[config.mk]
export PLATFORM = sky130hd
export DESIGN_NAME = instr_decode_ctrl
export DESIGN_NICKNAME = d
export VERILOG_FILES = /design/src/rtl/ctrl_pkg.sv /design/src/rtl/dp_operand2_dec.sv /design/src/rtl/instr_decode_ctrl.sv
export SDC_FILE = /design/constraint.sdc
export NUM_CORES = 1
export LEC_CHECK = 0
export ABC_AREA = 1
export CELL_PAD_IN_SITES_DETAIL_PLACEMENT = 1
export CELL_PAD_IN_SITES_GLOBAL_PLACEMENT = 1
export CORE_ASPECT_RATIO = 0.5
export CORE_MARGIN = 2
export CORE_UTILIZATION = 31
export CTS_CLUSTER_DIAMETER = 60
export DETAILED_ROUTE_END_ITERATION = 8
export PLACE_DENSITY_LB_ADDON = 0.12
export SLEW_MARGIN = 20
export SYNTH_ARGS = -nofsm -noshare
export SYNTH_HDL_FRONTEND = slang
export SYNTH_HIERARCHICAL = 1
export SYNTH_SLANG_ARGS = --single-unit
[constraint.sdc]
create_clock -name clk -period 2.5 [get_ports clk]
set_input_delay 0.25 -clock clk [delete_from_list [all_inputs] [get_ports clk]]
set_output_delay 0.25 -clock clk [all_outputs]
set_load 0.02 [all_outputs]
[src/rtl/ctrl_pkg.sv]
// Shared definitions for the instruction decode controller: FSM states,
// data-processing opcodes and instruction field bit positions.
package ctrl_pkg;

    typedef enum logic [2:0] {
        S_IDLE,
        S_FETCH,
        S_DECODE,
        S_EXEC,
        S_WB
    } ctrl_state_t;

    localparam logic [3:0] OP_AND = 4'd0;
    localparam logic [3:0] OP_EOR = 4'd1;
    localparam logic [3:0] OP_SUB = 4'd2;
    localparam logic [3:0] OP_RSB = 4'd3;
    localparam logic [3:0] OP_ADD = 4'd4;
    localparam logic [3:0] OP_ADC = 4'd5;
    localparam logic [3:0] OP_SBC = 4'd6;
    localparam logic [3:0] OP_RSC = 4'd7;
    localparam logic [3:0] OP_TST = 4'd8;
    localparam logic [3:0] OP_TEQ = 4'd9;
    localparam logic [3:0] OP_CMP = 4'd10;
    localparam logic [3:0] OP_CMN = 4'd11;
    localparam logic [3:0] OP_ORR = 4'd12;
    localparam logic [3:0] OP_MOV = 4'd13;
    localparam logic [3:0] OP_BIC = 4'd14;
    localparam logic [3:0] OP_MVN = 4'd15;

    localparam int unsigned CLS_HI   = 27;
    localparam int unsigned CLS_LO   = 26;
    localparam int unsigned BIT_I    = 25;
    localparam int unsigned OP_HI    = 24;
    localparam int unsigned OP_LO    = 21;
    localparam int unsigned BIT_S    = 20;
    localparam int unsigned RN_HI    = 19;
    localparam int unsigned RN_LO    = 16;
    localparam int unsigned RD_HI    = 15;
    localparam int unsigned RD_LO    = 12;
    localparam int unsigned ROT_HI   = 11;
    localparam int unsigned ROT_LO   = 8;
    localparam int unsigned IMM8_HI  = 7;
    localparam int unsigned IMM8_LO  = 0;
    localparam int unsigned SAMT_HI  = 11;
    localparam int unsigned SAMT_LO  = 7;
    localparam int unsigned STYP_HI  = 6;
    localparam int unsigned STYP_LO  = 5;
    localparam int unsigned BIT_RSH  = 4;
    localparam int unsigned RM_HI    = 3;
    localparam int unsigned RM_LO    = 0;

    // Compare-class ops only set flags; they never write the register file.
    function automatic logic is_cmp_op(input logic [3:0] op);
        return (op >= OP_TST) && (op <= OP_CMN);
    endfunction

endpackage

[src/rtl/dp_operand2_dec.sv]
// Operand-2 field decode: rotated 8-bit immediate and register-shift fields
// extracted from the low 12 bits of a data-processing instruction.
module dp_operand2_dec
    import ctrl_pkg::*;
(
    input  logic [11:0] i_op2,
    output logic [31:0] o_imm32,
    output logic [3:0]  o_rm,
    output logic [1:0]  o_shift_type,
    output logic [4:0]  o_shift_amt,
    output logic        o_reg_shift
);

    logic [31:0] w_imm8;
    logic [4:0]  w_rot;
    logic [5:0]  w_lrot;

    assign w_imm8 = {24'd0, i_op2[IMM8_HI:IMM8_LO]};
    assign w_rot  = {i_op2[ROT_HI:ROT_LO], 1'b0};
    // A left shift of 32 yields zero, so a rotate of 0 falls out naturally.
    assign w_lrot = 6'd32 - {1'b0, w_rot};

    assign o_imm32      = (w_imm8 >> w_rot) | (w_imm8 << w_lrot);
    assign o_rm         = i_op2[RM_HI:RM_LO];
    assign o_shift_type = i_op2[STYP_HI:STYP_LO];
    assign o_shift_amt  = i_op2[SAMT_HI:SAMT_LO];
    assign o_reg_shift  = i_op2[BIT_RSH];

endmodule

[src/rtl/instr_decode_ctrl.sv]
// Multi-cycle fetch/decode/execute/writeback controller for data-processing
// instructions. Optional performance counters enabled by CTRL_PERF_CNT_EN.
module instr_decode_ctrl
    import ctrl_pkg::*;
#(
    parameter int unsigned EXEC_CYCLES = 1
) (
    input  logic        clk,
    input  logic        rst,
    input  logic [31:0] IR,
    input  logic        W_IR_valid,
    input  logic [3:0]  alu_nzcv,
    output logic        write_ir,
    output logic        write_pc,
    output logic [3:0]  NZCV,
    output logic [3:0]  rn_addr,
    output logic [3:0]  rd_addr,
    output logic [3:0]  rm_addr,
    output logic [3:0]  alu_op,
    output logic [1:0]  shift_type,
    output logic [4:0]  shift_amt,
    output logic        imm_sel,
    output logic [31:0] imm32,
    output logic        write_reg,
    output logic [31:0] retired_cnt,
    output logic [31:0] annulled_cnt
);

    localparam logic [3:0] EXEC_LOAD = 4'(EXEC_CYCLES - 1);

    ctrl_state_t r_state, w_next;
    logic        r_fetch_ok, r_s, r_imm_sel;
    logic [3:0]  r_nzcv, r_rn, r_rd, r_rm, r_op, r_cnt;
    logic [1:0]  r_shift_type;
    logic [4:0]  r_shift_amt;
    logic [31:0] r_imm32;

    logic [31:0] w_imm32;
    logic [3:0]  w_rm;
    logic [1:0]  w_shift_type;
    logic [4:0]  w_shift_amt;
    logic        w_reg_shift, w_nop, w_fetch;
    logic        w_unused_cond;

    dp_operand2_dec u_op2 (
        .i_op2       (IR[11:0]),
        .o_imm32     (w_imm32),
        .o_rm        (w_rm),
        .o_shift_type(w_shift_type),
        .o_shift_amt (w_shift_amt),
        .o_reg_shift (w_reg_shift)
    );

    // Condition field is resolved in the fetch stage and arrives via W_IR_valid.
    assign w_unused_cond = ^IR[31:28];
    assign w_nop   = (IR[CLS_HI:CLS_LO] != 2'b00) || (!IR[BIT_I] && w_reg_shift);
    assign w_fetch = (r_state == S_FETCH);

    always_comb begin
        w_next = r_state;
        unique case (r_state)
            S_IDLE:   w_next = S_FETCH;
            S_FETCH:  w_next = r_fetch_ok ? S_DECODE : S_FETCH;
            S_DECODE: w_next = w_nop ? S_FETCH : S_EXEC;
            S_EXEC:   w_next = (r_cnt == 4'd0) ? S_WB : S_EXEC;
            S_WB:     w_next = S_FETCH;
            default:  w_next = S_IDLE;
        endcase
    end

    always_ff @(posedge clk or posedge rst) begin
        if (rst) r_state <= S_IDLE;
        else     r_state <= w_next;
    end

    // Sampled on the same falling edge that loads IR in the fetch stage.
    always_ff @(negedge clk or posedge rst) begin
        if (rst)          r_fetch_ok <= 1'b0;
        else if (w_fetch) r_fetch_ok <= W_IR_valid;
    end

    always_ff @(posedge clk or posedge rst) begin
        if (rst) begin
            r_rn         <= '0;
            r_rd         <= '0;
            r_rm         <= '0;
            r_op         <= '0;
            r_s          <= 1'b0;
            r_imm_sel    <= 1'b0;
            r_imm32      <= '0;
            r_shift_type <= '0;
            r_shift_amt  <= '0;
            r_cnt        <= '0;
            r_nzcv       <= '0;
        end else begin
            if (r_state == S_DECODE) begin
                r_rn      <= IR[RN_HI:RN_LO];
                r_rd      <= IR[RD_HI:RD_LO];
                r_op      <= IR[OP_HI:OP_LO];
                r_s       <= IR[BIT_S];
                r_imm_sel <= IR[BIT_I];
                r_cnt     <= EXEC_LOAD;
                if (IR[BIT_I]) begin
                    r_imm32 <= w_imm32;
                end else begin
                    r_rm         <= w_rm;
                    r_shift_type <= w_shift_type;
                    r_shift_amt  <= w_shift_amt;
                end
            end else if (r_state == S_EXEC && r_cnt != 4'd0) begin
                r_cnt <= r_cnt - 4'd1;
            end
            if (r_state == S_WB && (r_s || is_cmp_op(r_op)))
                r_nzcv <= alu_nzcv;
        end
    end

    assign write_ir   = w_fetch;
    assign write_pc   = w_fetch;
    assign write_reg  = (r_state == S_WB) && !is_cmp_op(r_op);
    assign NZCV       = r_nzcv;
    assign rn_addr    = r_rn;
    assign rd_addr    = r_rd;
    assign rm_addr    = r_rm;
    assign alu_op     = r_op;
    assign shift_type = r_shift_type;
    assign shift_amt  = r_shift_amt;
    assign imm_sel    = r_imm_sel;
    assign imm32      = r_imm32;

`ifdef CTRL_PERF_CNT_EN
    logic [31:0] r_retired, r_annulled;

    always_ff @(posedge clk or posedge rst) begin
        if (rst) begin
            r_retired  <= '0;
            r_annulled <= '0;
        end else begin
            if (r_state == S_WB || (r_state == S_DECODE && w_nop))
                r_retired <= r_retired + 32'd1;
            if (w_fetch && !r_fetch_ok)
                r_annulled <= r_annulled + 32'd1;
        end
    end

    assign retired_cnt  = r_retired;
    assign annulled_cnt = r_annulled;
`else
    assign retired_cnt  = '0;
    assign annulled_cnt = '0;
`endif

endmodule

==> results of run 1 <==
[area by class of cell]
cell class                 count  area, µm²
multi-input combinational    438       1874
sequential                    69       1727
fill                        1609       7635
inverter                      29      112.6
timing repair buffer         112       1084
clock inverter                 6      70.07
tap                          170      212.7
clock buffer                  10      239.0
[final timing paths]
kind | endpoint | slack [ns]
min reg2reg | imm32[18]$_DFFE_PP0P_ | 0.47
min | rn_addr[2]$_DFFE_PP0N_ | 0.45
max | r_fetch_ok$_DFFE_NP0N_ | 0.26
max in group asynchronous | r_fetch_ok$_DFFE_NP0N_ | 1.10
max reg2reg | r_fetch_ok$_DFFE_NP0N_ | 0.26
min in group asynchronous | r_cnt[2]$_DFFE_PP0P_ | 0.61
[worst reg2reg max path, cell delays in order (launching register included)]
cell     delay [ns]
dfrtp_1        0.46
nand3_1        0.17
inv_1          0.13
o21ai_0        0.08
[synth_stat cells (8+ instances only)]
master / number
dfrtp_1: 68
buf_4: 80
o21ai_1: 15
nand2_1: 220
o21ai_0: 8
a21oi_1: 12
nand3_1: 77
inv_1: 25
buf_2: 14
nor2_1: 20
[state kept, by name, summed over array words and instances, names as in the netlist]
register and cells:
imm32 32, shift_amt 5, NZCV 4, alu_op 4, r_cnt 4, rd_addr 4
rm_addr 4, rn_addr 4, r_state 3, shift_type 2, imm_sel 1, r_fetch_ok 1
r_s 1
[per-layer routing]
layer,vias up,global-route usage,share of wire,routed length [µm]
li1,1847,-,-,-
met1,1770,0.2479,0.51,6271
met2,135,0.2634,0.42,5159
met3,9,0.03744,0.062,758
met4,0,0.03997,0.0088,108
met5,-,0,0,0
[power by group through the flow]
stage / sequential (mW) / clock (mW) / combinational [mW]
floorplan: 2.36 / 0 / 1.13
global placement: 1.87 / 0 / 2.67
detailed placement: 1.89 / 0 / 2.72
CTS: 1.88 / 1.37 / 2.73
global route: 1.93 / 1.41 / 2.96
finish: 1.87 / 1.32 / 2.69
[metrics by stage]
step,power (mW),instance area [µm²],util,cells
final,5.877,5319,0.4106,834
after global routing,6.294,5319,0.4106,834
after global placement,4.545,5010,0.3867,818
after CTS,5.973,5319,0.4106,834
after floorplan,3.489,4441,-,637
after detailed placement,4.611,5010,0.3867,818
[kinds of logic (layout without fill, tap and decap cells)]
kind of cell,after synthesis,after routing
simple gates,331,331
buf+inv,130,157
flops,69,69
compound gates,39,39
fa+ha+maj,3,3
other cells,1,64
xor+xnor,1,1
==> metrics, run 1 <==
nets 701; hold depth 3; Synth Area in Compound Gates 0.05004; routability congestion estimate 0.9047; global-route total usage across every layer 0.1717; vias in the first global route 3700; postcts setup bufs 0; Fin Hold WS 0.4518 ns; internal cell power 3.518 mW; Mapped Area 4200 µm²; die height 86.31 µm; drt wl/cell 14.74 µm; TritonCTS clock tree done; Top FF cell, synth dfrtp_1; CP required 1.44 ns; worst r2r src r_state[0]$_DFF_PP0_; clock insertion delay at the later pin of the skew report 0.33 ns; WP buf/inv 1; Synth Area in Adders 0.008937; max capacitance violation total 0; CTS max path bufs 2; post-synthesis sequential area ratio 0.4111; status complete, no violations; Root Buffer clkbuf_16; crit path launch type flop; main combinational cell family by area after synthesis simple AND/OR/NAND/NOR gates; Site Rows 29; top cell type's share of synthesized area 0.4051; Slew Limit Fails 0; mux cell area share after synthesis 0; TritonCTS Sinks 69; crit path launch r_state[0]$_DFF_PP0_; FF+latch count, synth 69; antenna violations before repair 0; worst setup margin 0.2612 ns; Antenna Cells 0; crit path max fanout 4; IO Count 166; sequential power share 0.317; switching pwr 2.359 mW; post-cts sizing count 0; top cells by area, synth dfrtp_1 (41%), nand2_1 (20%), buf_4 (14%), nand3_1 (9.2%), inv_1 (2.2%); Post-synth EDFFs 0; commonest non-fill, non-tap cell in the layout nand2_1; Net Sw Frac 0.4014; Synth Area in XOR/XNOR 0.002085; area grow syn2layout 26.63%; Fin Clk Skew 0.008421 ns; Crit Path Category flop to flop; post-synthesis cell type count 26; maximum vdd drop 0.2966 mV; post-DP HPWL 9.299 mm; Port Buffers 97; crit path DAT 1.17 ns; Die X 168.6 µm; critical path's slowest cell dfrtp_1; share of layout cells above drive strength 1 0.06777; CP top delay family flip-flops; Ys Warns 6; Setup TNS 0 ns; worst r2r path cells 3; RSZ-0062 raised after global routing false; CTS Hold Bufs 0; pwr/cell area 1105 nW/µm²; total CTS buffers 9; crit path capture type flop; Worst-path clk slew 0.06 ns; 1st-iter DRT viols 186; Final setup viols 0; largest net degree at the start of global routing 69; Crit path depth 3; most frequent cells in the layout nand2_1 (220), clkdlybuf4s50_1 (97), nand3_1 (77), dfrtp_1 (68), conb_1 (64); Mean Syn Cell Area 7.318 µm²; # H-tree levels 3; ys async rst share 1.000; DRC Markers 0; Vias 3761; final hold vios 0; Initial Util 0.3243; Synth area leader dfrtp_1; HP Start IR[18]; CP Cell Sequence nand3_1 -> inv_1 -> o21ai_0; total grt overflow 0; Synth Area in Simple Gates 0.3280; final WL 12.30 mm; Rel. slew slack 0.4088; First-pass DRT Iterations 4; leak pwr 2.736 nW; pre-CTS WS 0.2054 ns; vias per cell 4.510; Critical Path Max Stage Delay 0.46 ns; Die ar. 14550 µm²; Least-Margin Pin Slew 0.8868 ns; cells after synthesis 574; HP Class input pin to flop; core area 12950 µm²; Comb power frac 0.457; Clock power frac 0.225; first-pass GRT wire length 19.43 mm; Final ANT Viol Nets 0
(Power assumes the default switching activity.)
==> run 2, diff against run 1 <==
ABC_AREA = 0   (was 1)
CAP_MARGIN = 15   (was default)
CORE_UTILIZATION = 33   (was 31)
==> run 2 against run 1 <==
- synthesized cell count shrank 31%
- via count shrank 19%
- utilization grew 2.2 points
- sequential cell count is the same
- global-route usage shrank 1.7 points
- combinational power grew 4%
- non-clock buffer count grew 10
==> metrics, run 2 <==
status complete, no violations; post-DP HPWL 7.608 mm; Hold EP imm32[15]$_DFFE_PP0P_; Finished Core Util 0.4325; TritonCTS clock tree done; crit path DAT 1.32 ns; vias in the first global route 3037; die height 84.51 µm; Final setup viols 0; crit path launch r_state[2]$_DFF_PP0_; cells after synthesis 395; Critical Path Max Stage Delay 0.38 ns; crit path max fanout 3; largest net degree at the start of global routing 69; Rel. slew slack 0.4072; clock insertion delay at the later pin of the skew report 0.34 ns; DRC Markers 0; total grt overflow 0; vias per cell 4.534; hold depth 1; drt wl/cell 15.49 µm; top cells by area, synth dfrtp_1 (40%), mux2_2 (17%), buf_4 (14%), mux2i_1 (3.3%), nor2_1 (3.2%); Fin Clk Skew 0.01149 ns; # H-tree levels 3; post-cts sizing count 0; Mapped Area 4278 µm²; fin area 5477 µm²; critical path's slowest cell dfrtp_1; Placed Cells 653; Ys Warns 6; HP Start imm32[15]$_DFFE_PP0P_; IO Count 166; nets 536; Crit Path Category flop to flop; Die X 165.0 µm; First-pass DRT Iterations 4; CP Cell Sequence nand2b_4 -> nor2_4 -> mux2_4; max reg flops 32; flop2flop setup slack 0.13 ns; fin cells 669; CP required 1.44 ns; core area 12660 µm²; placed standard-cell area 5186 µm²; 1st-iter DRT viols 151; Post-synth EDFFs 0; total CTS buffers 9; RSZ-0062 raised after global routing false; Top FF cell, synth dfrtp_1; worst r2r src r_state[2]$_DFF_PP0_; most instantiated library cell after synthesis buf_4; final WL 10.36 mm; crit path launch type flop; commonest non-fill, non-tap cell in the layout clkdlybuf4s50_1; most frequent cells in the layout clkdlybuf4s50_1 (97), dfrtp_1 (68), conb_1 (64), mux2_2 (62), nor2_1 (35); Fin Hold WS 0.4901 ns; Site Rows 29; Initial Util 0.3378; first-pass GRT wire length 16.63 mm; Port Buffers 97; Die ar. 13950 µm²; list of most frequent post-synthesis cells buf_4 (82), dfrtp_1 (68), mux2_2 (63); Vias 3033; Mean Syn Cell Area 10.83 µm²; post-synthesis cell type count 56; leak pwr 2.427 nW; Synth area leader dfrtp_1; maximum vdd drop 0.4774 mV; CTS Hold Bufs 0; area grow syn2layout 28.02%; max capacitance violation total 0; TritonCTS Sinks 69; Power, Total 5.909 mW; CTS max path bufs 2; routability congestion estimate 0.7589; crit path capture type flop; global-route total usage across every layer 0.1545; Antenna Cells 0; final hold vios 0; ys async rst share 1.000; R2R Path End r_fetch_ok$_DFFE_NP0N_; post-synthesis sequential area ratio 0.4036; pwr/cell area 1079 nW/µm²; Root Buffer clkbuf_16; FF+latch count, synth 69; worst r2r path cells 3; Slew Limit Fails 0; top cell type's share of synthesized area 0.3978; HP Class flop to flop; postcts setup bufs 0; antenna violations before repair 0; Final ANT Viol Nets 0; Least-Margin Pin Slew 0.8892 ns; share of layout cells above drive strength 1 0.2405; Worst-path clk slew 0.06 ns
-- run 2: cell families (layout without fill, tap and decap cells) --
| kind of cell | count (synthesis) | count (layout) | synth area share |
|---|---|---|---|
| AOI/OAI and AO/OA | 47 | 47 | 0.08103 |
| xor gates and xnor gates | 4 | 4 | 0.01433 |
| adders and majority gates | 3 | 3 | 0.008775 |
| buffers and inverters | 106 | 147 | 0.1796 |
| DFF | 69 | 69 | 0.4036 |
| muxes | 80 | 80 | 0.2065 |
| other | 1 | 64 | 0.0008766 |
| and+or+nand+nor | 85 | 85 | 0.1053 |
-- run 2: per-layer routing --
layer,vias up,part of all wire,track usage,routed length (µm)
met5,-,0,0,0
met4,0,0.0084,0.03794,87
met3,7,0.075,0.04941,774
met2,116,0.43,0.2280,4473
met1,1478,0.48,0.2192,5025
li1,1432,-,-,-
-- run 2: area by class of cell --
class,instances,area (µm²)
sequential,69,1727
clock buffer,9,225.2
timing repair buffer,122,1171
clock inverter,7,65.06
fill,1408,7187
inverter,9,37.54
multi-input combinational,283,2038
tap,170,212.7
-- run 2: stage by stage --
| step | TNS (ns) | setup WS, ns |
|---|---|---|
| 5_1_grt | 0 | 0.06525 |
| 2_1_floorplan | -0.03901 | -0.03901 |
| 3_5_place_dp | -0.03523 | -0.02183 |
| 6_report | 0 | 0.1261 |
| 4_1_cts | 0 | 0.1090 |
| 3_3_place_gp | -0.003994 | -0.003994 |
-- run 2: critical path, delay by kind of cell, from the launching register on --
family           cells  cell delay, ns
multiplexers         1            0.30
AND/OR/NAND/NOR      2            0.30
flip-flops           1            0.38
-- run 2: worst max path at each step --
stage / endpoint / slack (ns) / depth (start not counted)
global placement: imm32[8]$_DFFE_PP0P_ / -0.004 / 10
global route: r_fetch_ok$_DFFE_NP0N_ / 0.07 / 3
floorplan: r_fetch_ok$_DFFE_NP0N_ / -0.04 / 4
CTS: r_fetch_ok$_DFFE_NP0N_ / 0.11 / 3
finish: r_fetch_ok$_DFFE_NP0N_ / 0.13 / 3
detailed placement: imm32[21]$_DFFE_PP0P_ / -0.02 / 9
-- run 2: power by group --
part / leakage, nW / internal (mW) / total (mW) / switching (mW)
Clock: 0.141 / 0.697 / 1.24 / 0.547
Sequential: 0.876 / 1.60 / 1.85 / 0.255
Combinational: 1.41 / 1.44 / 2.81 / 1.37
==> run 3, diff against run 2 <==
GPL_ROUTABILITY_DRIVEN = 0   (was default)
SLEW_MARGIN = 40   (was 20)
==> run 3 against run 2 <==
- setup slack lost 0.0098 ns
- critical path depth stayed put
- utilization up 0.35 points
- clock power is 15% higher
- non-clock buffer count unchanged
- die area is the same
- highest routed layer unchanged
- critical endpoint unchanged
- register-to-register slack barely moved
- hold slack got worse by 0.0079 ns
- routed wire length up 0.69%
- via count is 0.20% higher
- clock-buffer cell count unchanged
- clock skew about the same
==> metrics, run 3 (synthesized netlist as in run 2, its figures left out) <==
status complete, no violations; total CTS buffers 9; fin area 5520 µm²; Antenna Cells 0; CP top delay family flip-flops; Crit Path Category flop to flop; Die ar. 13950 µm²; commonest non-fill, non-tap cell in the layout clkdlybuf4s50_1; Fin Clk Skew 0.01171 ns; Finished Core Util 0.4359; RSZ-0062 raised after global routing false; post-DP HPWL 7.613 mm; Slew Limit Fails 0; Critical Path Max Stage Delay 0.38 ns; nets 536; vias per cell 4.543; core area 12660 µm²; die height 84.51 µm; CTS Hold Bufs 0; worst r2r path cells 3; first-pass GRT wire length 16.80 mm; share of layout cells above drive strength 1 0.2405; postcts setup bufs 0; placed standard-cell area 5190 µm²; crit path DAT 1.32 ns; Fin Hold WS 0.4822 ns; maximum vdd drop 0.4650 mV; global-route total usage across every layer 0.1570; Worst-path clk slew 0.07 ns; area grow syn2layout 29.04%; Port Buffers 97; Final ANT Viol Nets 0; pwr/cell area 1103 nW/µm²; post-cts sizing count 0; Initial Util 0.3378; CP required 1.44 ns; crit path max fanout 3; DRC Markers 0; final WL 10.43 mm; Vias 3039; pre-CTS WS -0.02419 ns; CP Cell Sequence nand2b_4 -> nor2_4 -> mux2_4; most frequent cells in the layout clkdlybuf4s50_1 (97), dfrtp_1 (68), conb_1 (64), mux2_2 (62), nor2_1 (35); leak pwr 2.446 nW; crit path capture type flop; Least-Margin Pin Slew 0.6469 ns; WP buf/inv 0; critical path's slowest cell dfrtp_1; TritonCTS clock tree done; largest net degree at the start of global routing 69; Power, Total 6.086 mW; fill cell count 1412; R2R Path End r_fetch_ok$_DFFE_NP0N_; max reg flops 32; Die X 165.0 µm; total grt overflow 0; drt wl/cell 15.59 µm; worst setup margin 0.1163 ns; max capacitance violation total 0; # H-tree levels 3; antenna violations before repair 0; vias in the first global route 3068; CTS max path bufs 2; TritonCTS Sinks 69; Rel. slew slack 0.5687; First-pass DRT Iterations 4; final hold vios 0; 1st-iter DRT viols 154; crit path launch type flop; IO Count 166; clock insertion delay at the later pin of the skew report 0.34 ns; HP Class input pin to async pin; worst r2r src r_state[2]$_DFF_PP0_; Root Buffer clkbuf_16; flop2flop setup slack 0.12 ns; Final setup viols 0; Site Rows 29
-- run 3: changes by cell type in the layout (fill, tap and decap cells not counted), sizes merged --
cell    previous run  this run
bufinv             0         2
inv               13        10
clkinv             1         2
-- run 3: per-layer routing --
metal	wire length (µm)	GRT usage	vias to the layer above
li1	-	-	1427
met1	5109	0.2213	1488
met2	4545	0.2333	115
met3	701	0.04941	9
met4	75	0.04032	0
met5	0	0	-
-- run 3: stage by stage --
stage | instances | TNS [ns]
after floorplan | 458 | -0.03901
after global placement | 653 | -0.003994
after detailed placement | 653 | -0.04236
after CTS | 669 | 0
after global routing | 669 | 0
final | 669 | 0
-- run 3: worst max-delay path by stage --
stage / start / to / slack (ns) / cells after the start
floorplan: r_state[2]$_DFF_PP0_ / r_fetch_ok$_DFFE_NP0N_ / -0.04 / 4
global placement: IR[8] / imm32[8]$_DFFE_PP0P_ / -0.004 / 10
detailed placement: IR[8] / imm32[21]$_DFFE_PP0P_ / -0.02 / 9
CTS: r_state[2]$_DFF_PP0_ / r_fetch_ok$_DFFE_NP0N_ / 0.10 / 3
global route: r_state[2]$_DFF_PP0_ / r_fetch_ok$_DFFE_NP0N_ / 0.07 / 3
finish: r_state[2]$_DFF_PP0_ / r_fetch_ok$_DFFE_NP0N_ / 0.12 / 3
-- run 3: area by class of cell --
class,instances,area (µm²),area share
multi-input combinational,283,2038,0.3692
sequential,69,1727,0.3128
timing repair buffer,122,1175,0.2128
clock buffer,9,225.2,0.04080
tap,170,212.7,0.03853
clock inverter,7,105.1,0.01904
inverter,9,37.54,0.006800
-- run 3: tightest hold or removal path: stages --
cell and delay, ns:
clkdlybuf4s50_1 0.45, clkinvlp_4 0.10, buf_6 0.51
-- run 3: power breakdown --
group / leakage, nW / internal (mW) / switching [mW]
Clock: 0.158 / 0.887 / 0.532
Sequential: 0.876 / 1.60 / 0.258
Combinational: 1.41 / 1.44 / 1.37
Total: 2.45 / 3.92 / 2.16
